[config.mk]
export PLATFORM = sky130hd
export DESIGN_NAME = adrv9001_rx_pack
export DESIGN_NICKNAME = d
export VERILOG_FILES = /design/src/rtl/adrv9001_rx_pack.sv
export SDC_FILE = /design/constraint.sdc
export NUM_CORES = 1
export LEC_CHECK = 0
export CORE_MARGIN = 8
export CORE_UTILIZATION = 55
export DETAILED_ROUTE_END_ITERATION = 10
export PLACE_DENSITY_LB_ADDON = 0.12
export SLEW_MARGIN = 20
export SYNTH_ARGS = -nofsm -noshare
export SYNTH_HDL_FRONTEND = slang
export SYNTH_SLANG_ARGS = --single-unit
[constraint.sdc]
create_clock -name clk -period 8.05 [get_ports clk]
set_input_delay 1.61 -clock clk [delete_from_list [all_inputs] [get_ports clk]]
set_output_delay 1.61 -clock clk [all_outputs]
set_load 0.005 [all_outputs]
[src/rtl/adrv9001_rx_pack.sv]
// adrv9001_rx_pack: strobe-aligned I/Q deserializer packer for the dclk_div domain.
// Finds the 16-bit word boundary from the strobe lane, locks after LOCK_COUNT
// clean word periods and emits {I,Q} (or {Q,I} with SWAP_IQ) as one-cycle
// pulses. Optional framing error counter: define ADRV9001_RX_PACK_ERR_CNT_EN.

// Per-lane byte history and word extraction for a given strobe offset.
module adrv9001_rx_pack_lane #(
    parameter int VEC_W = 8,
    parameter int JW    = $clog2(VEC_W)
) (
    input  logic               clk,
    input  logic               rst,
    input  logic [VEC_W-1:0]   din,
    input  logic [JW-1:0]      j,
    output logic [2*VEC_W-1:0] word
);
    localparam int WW = 2 * VEC_W;

    logic [WW-1:0]      hist_q;
    logic [3*VEC_W-1:0] hist;

    // Oldest byte at the top; the current input byte completes the window.
    assign hist = {hist_q, din};
    assign word = WW'(hist >> (VEC_W - int'(j)));

    // Shift the two most recent bytes into the history.
    always_ff @(posedge clk) begin
        if (rst) hist_q <= '0;
        else     hist_q <= hist[WW-1:0];
    end
endmodule

module adrv9001_rx_pack #(
    parameter int LOCK_COUNT = 4,
    parameter bit SWAP_IQ    = 1'b0
) (
    input  logic        clk,
    input  logic        rst,
    input  logic [7:0]  strb_in,
    input  logic [7:0]  i_in,
    input  logic [7:0]  q_in,
    output logic [31:0] m_axis_tdata,
    output logic        m_axis_tvalid,
    output logic        locked,
    output logic [2:0]  align_offset,
    output logic [15:0] err_cnt
);
    localparam int NUM_LANES = 2;
    localparam int VEC_W     = 8;
    localparam int STAGES    = 1;

    typedef enum logic {SEARCH, LOCKED} state_t;

    state_t     state;
    logic [3:0] run_cnt;
    logic [2:0] rec_j;
    logic       gap;

    logic [3:0] ones;
    logic [2:0] strb_j;
    logic       is_start, is_idle;
    logic [3:0] run_nxt;
    logic       lock_hit, lock_ok, lock_drop, emit;

    // Strobe byte classification: set-bit count and offset of the (last) set bit.
    always_comb begin
        ones   = '0;
        strb_j = '0;
        for (int b = 0; b < VEC_W; b++) begin
            if (strb_in[b]) begin
                ones   = ones + 4'd1;
                strb_j = 3'(7 - b);
            end
        end
    end

    assign is_start = (ones == 4'd1);
    assign is_idle  = (ones == 4'd0);

    // Run continues only on a same-offset start right after an idle gap byte.
    always_comb begin
        run_nxt = 4'd1;
        if (run_cnt != 4'd0 && !gap && strb_j == rec_j) run_nxt = run_cnt + 4'd1;
    end

    assign lock_hit  = (state == SEARCH) && is_start && (run_nxt == 4'(LOCK_COUNT));
    assign lock_ok   = (state == LOCKED) && (gap ? is_idle : (is_start && strb_j == align_offset));
    assign lock_drop = (state == LOCKED) && !lock_ok;
    assign emit      = lock_hit || ((state == LOCKED) && !gap && lock_ok);

    // Alignment FSM. In LOCKED, gap marks the idle byte between two word starts.
    // Leaving LOCKED clears the run so relock needs LOCK_COUNT fresh starts.
    always_ff @(posedge clk) begin
        if (rst) begin
            state        <= SEARCH;
            run_cnt      <= '0;
            rec_j        <= '0;
            gap          <= 1'b0;
            locked       <= 1'b0;
            align_offset <= '0;
        end else begin
            case (state)
                SEARCH: begin
                    if (is_start) begin
                        rec_j <= strb_j;
                        gap   <= 1'b1;
                        if (lock_hit) begin
                            state        <= LOCKED;
                            locked       <= 1'b1;
                            align_offset <= strb_j;
                            run_cnt      <= '0;
                        end else begin
                            run_cnt <= run_nxt;
                        end
                    end else begin
                        gap <= 1'b0;
                        if (!(gap && is_idle)) run_cnt <= '0;
                    end
                end
                LOCKED: begin
                    if (lock_drop) begin
                        state   <= SEARCH;
                        locked  <= 1'b0;
                        run_cnt <= '0;
                        gap     <= 1'b0;
                    end else begin
                        gap <= ~gap;
                    end
                end
                default: state <= SEARCH;
            endcase
        end
    end

    logic [STAGES:0]      vld_pipe;
    logic [STAGES:0][2:0] j_pipe;

    // Carry accepted starts and their offset until the word is fully received.
    always_ff @(posedge clk) begin
        if (rst) begin
            vld_pipe <= '0;
            j_pipe   <= '0;
        end else begin
            vld_pipe <= {vld_pipe[STAGES-1:0], emit};
            j_pipe   <= {j_pipe[STAGES-1:0], strb_j};
        end
    end

    logic [NUM_LANES-1:0][VEC_W-1:0]   lane_in;
    logic [NUM_LANES-1:0][2*VEC_W-1:0] lane_word;

    assign lane_in = {q_in, i_in};

    for (genvar g = 0; g < NUM_LANES; g++) begin : g_lane
        adrv9001_rx_pack_lane #(.VEC_W(VEC_W)) u_lane (
            .clk  (clk),
            .rst  (rst),
            .din  (lane_in[g]),
            .j    (j_pipe[STAGES]),
            .word (lane_word[g])
        );
    end

    // Register the packed sample; tdata holds its last value between pulses.
    always_ff @(posedge clk) begin
        if (rst) begin
            m_axis_tdata  <= '0;
            m_axis_tvalid <= 1'b0;
        end else begin
            m_axis_tvalid <= vld_pipe[STAGES];
            if (vld_pipe[STAGES])
                m_axis_tdata <= SWAP_IQ ? {lane_word[1], lane_word[0]} : {lane_word[0], lane_word[1]};
        end
    end

`ifdef ADRV9001_RX_PACK_ERR_CNT_EN
    logic is_ferr;
    assign is_ferr = (ones > 4'd1);

    // Saturating error count; a framing error that also drops lock counts once.
    always_ff @(posedge clk) begin
        if (rst)
            err_cnt <= '0;
        else if ((is_ferr || lock_drop) && err_cnt != 16'hFFFF)
            err_cnt <= err_cnt + 16'd1;
    end
`else
    assign err_cnt = '0;
`endif
endmodule

==> metrics.txt <==
skew final=0.0111 ns; Synth top area share=0.313; r2r setup slk=4.64 ns; register bit total from synthesis=86; CP delay by family, top=adder cells; # Max-Cap Violations=0; Hold Crit Depth=1; pwr/cell area=167 nW/µm²; Tightest Pin Transition=0.996 ns; Ys Warns=0; Fmax=148 MHz; fillcell total=853; Power, Total=1.06 mW; fin crit share=0.838; Die Wd=116 µm; FF-to-FF Start=j_pipe[3]$_SDFF_PP0_; Initial DRT Pass Iterations=5; Internal Power=727 µW; Clock Tree Buf Depth=2; post-CTS resize count=0; largest cells by area after synthesis=dfxtp_1, mux2i_1, nand2_1; outcome=finished, final reports clean; vias=4,808; Worst Path Required=8.29 ns; largest stage delay on the critical path=0.53 ns; P_leak=2.35 nW; share of power burned in registers=0.423; Synth async-reset ratio=0; HP Start=j_pipe[0]$_SDFF_PP0_; WP data arrival=6.99 ns; Mapped Area=5510 µm²; layout cell share with drive strength beyond 1=0.0948; critical path's slowest cell=clkdlybuf4s50_1; worst path cell trace=clkdlybuf4s50_1, inv_1, ha_1, xnor2_2, inv_1, ha_1, mux2_2, ha_1, mux2_2, ha_1, nor2b_1, a31oi_1, or2_2, ha_1, mux2_2, ha_1, nor2b_1, a211o_1, and2b_4, a21oi_1, nand2_1, a311oi_1; I/O Pins=79; Final min period=6.74 ns; hold crit path type=flip-flop to flip-flop; Placed Instance Area=6110 µm²; Area Overhead vs Synth=14.9%; CTS Buf Count=9; CP max FO=5; Mapped Cells=661; Post-synth top flop=dfxtp_1; wire per inst=16.6 µm; count of pins over their slew limit=0; largest area contributor in the netlist=dfxtp_1; Seq/Total Area, Yosys=0.313; IO Port Bufs=62; Placeable Area=9730 µm²; gr ovfl total=0; pre-CTS setup slack=0.957 ns; DR iter-0 viols=325; average cell area after synthesis=8.33 µm²; crit path buf inv count=3; Hold Buf Count CTS=0; final worst setup slack=1.31 ns; vias per cell=5.80; Final Cell Area=6330 µm²; Die Ht=116 µm; first-pass GRT wire length=22,300 µm; footprint of the multi-input gates=3490 µm²; Critical R2R Capture=m_axis_tdata[21]$_SDFFE_PP0P_; peak supply drop=0.0861 mV; initial core utilization=0.566; Post-CTS Setup Inserts=0; Hold EP=j_pipe[3]$_SDFF_PP0_; ant diodes=0; switching power share of the total=0.312; Setup CP Type=input pin to flip-flop; Routed WL=13,800 µm; FF+latch area=1720 µm²; Worst-Skew Late Latency=0.35 ns; CP Launch Type=input pin; combinational power share=0.271; CTS Root Cell=clkbuf_8; DRC errors left=0; max_slew headroom=0.336; Fin Setup TNS=0 ns; CP Capture Type=flip-flop; RSZ-0062 raised after global routing=no; routability congestion estimate=0.928; largest net degree at the start of global routing=87; most used cell, CP=ha_1; # setup viols final=0; Reg2Reg Depth=11; Clk pin slew, worst setup/hold paths=0.08 ns; htree depth=3; final hold viol count=0; post-route antenna net violation count=0; fin nets=729; Rows=36; clock share of power=0.306; Post-synth EDFFs=0; clk sinks=86; vias in the first global route=4,706; Sw Pwr=330 µW; TritonCTS clock tree=built; Overall Global Routing Usage=0.206; antenna violations before repair=0; Final HPWL DP=10,000 µm; die area=13,500 µm²; post-synth cell types=55
## cell families (layout without fill, tap and decap cells)
| family | after synthesis | count (layout) | share of synthesized area |
|---|---|---|---|
| AND/OR/NAND/NOR | 240 | 240 | 0.214 |
| AO/OA/AOI/OAI | 139 | 139 | 0.169 |
| flip-flops | 86 | 86 | 0.313 |
| multiplexers | 82 | 82 | 0.171 |
| buffers and inverters | 82 | 102 | 0.0682 |
| XOR/XNOR | 20 | 20 | 0.0395 |
| adder cells (fa/ha/maj) | 11 | 11 | 0.0250 |
| other | 1 | 16 | 0.000681 |
## Yosys cell counts, drive strengths merged, types with 6 or more instances
| cell type | instances |
|---|---|
| nor2 | 40 |
| mux2i | 61 |
| a211oi | 14 |
| nand2 | 76 |
| nor2b | 43 |
| o21ai | 39 |
| buf | 26 |
| mux4 | 8 |
| o211ai | 25 |
| nand3 | 29 |
| dfxtp | 86 |
| a22oi | 6 |
| xor2 | 8 |
| mux2 | 13 |
| nor3 | 12 |
| clkbuf | 38 |
| xnor2 | 10 |
| a21oi | 34 |
| nand2b | 24 |
| inv | 17 |
| ha | 11 |
## power by group through the flow
stage	logic [mW]	clock network [mW]	registers [mW]
after floorplan	0.224	0	0.453
after global placement	0.274	0	0.456
after detailed placement	0.283	0	0.457
after CTS	0.284	0.330	0.447
after global routing	0.318	0.344	0.449
final	0.287	0.323	0.447
## layout by cell type, fill, tap and decap left out, types with 11 or more instances in the layout
cell             Yosys  routed
nor2b_1             43      43
mux2_2              13      13
o211ai_1            24      24
nand2_1             76      76
nand3_1             29      29
nor3_1              12      11
nand2b_1            24      24
a21oi_1             34      34
conb_1               1      16
inv_1               15      15
nor2_1              39      39
a211oi_1            14      14
clkdlybuf4s50_1      0      61
dfxtp_1             86      84
ha_1                11      11
o21ai_0             37      37
mux2i_1             60      60
## area by class of cell
| class | count | share of cell area |
|---|---|---|
| Sequential cell | 86 | 0.272 |
| Clock inverter | 5 | 0.0134 |
| Tap cell | 133 | 0.0263 |
| Timing Repair Buffer | 69 | 0.106 |
| Multi-Input combinational cell | 508 | 0.551 |
| Clock buffer | 10 | 0.0202 |
| Inverter | 18 | 0.0109 |
## through the flow
stage / utilization / hold WS [ns] / instances
finish: 0.650 / 0.447 / 829
global route: 0.650 / 0.454 / 829
CTS: 0.650 / 0.453 / 829
detailed placement: 0.628 / 0.433 / 814
global placement: 0.628 / 0.427 / 814
floorplan: - / 0.414 / 676
## per-layer routing
layer	wire length, µm	vias to the layer above	GRT usage
met5	0	-	0
met4	453	0	0.103
met3	558	33	0.0297
met2	7510	134	0.392
met1	5250	2298	0.214
li1	-	2343	-
## worst max-delay path by stage
stage                     depth (start not counted)                      endpoint        from
after floorplan                                  22  align_offset[0]$_SDFFE_PP0P_  strb_in[0]
after global placement                           22       run_cnt[3]$_SDFFE_PP0P_  strb_in[0]
after detailed placement                         22  align_offset[0]$_SDFFE_PP0P_  strb_in[0]
after CTS                                        22  align_offset[0]$_SDFFE_PP0P_  strb_in[0]
after global routing                             22       run_cnt[3]$_SDFFE_PP0P_  strb_in[0]
final                                            22       run_cnt[3]$_SDFFE_PP0P_  strb_in[0]
## registers in the layout, indices dropped and copies added (netlist names)
name,flops
align_offset,3
g_lane.u_lane.hist_q,32
gap,1
j_pipe,6
locked,1
m_axis_tdata,32
m_axis_tvalid,1
rec_j,3
run_cnt,4
state,1
vld_pipe,2
Power figures use the tool's default switching activity.
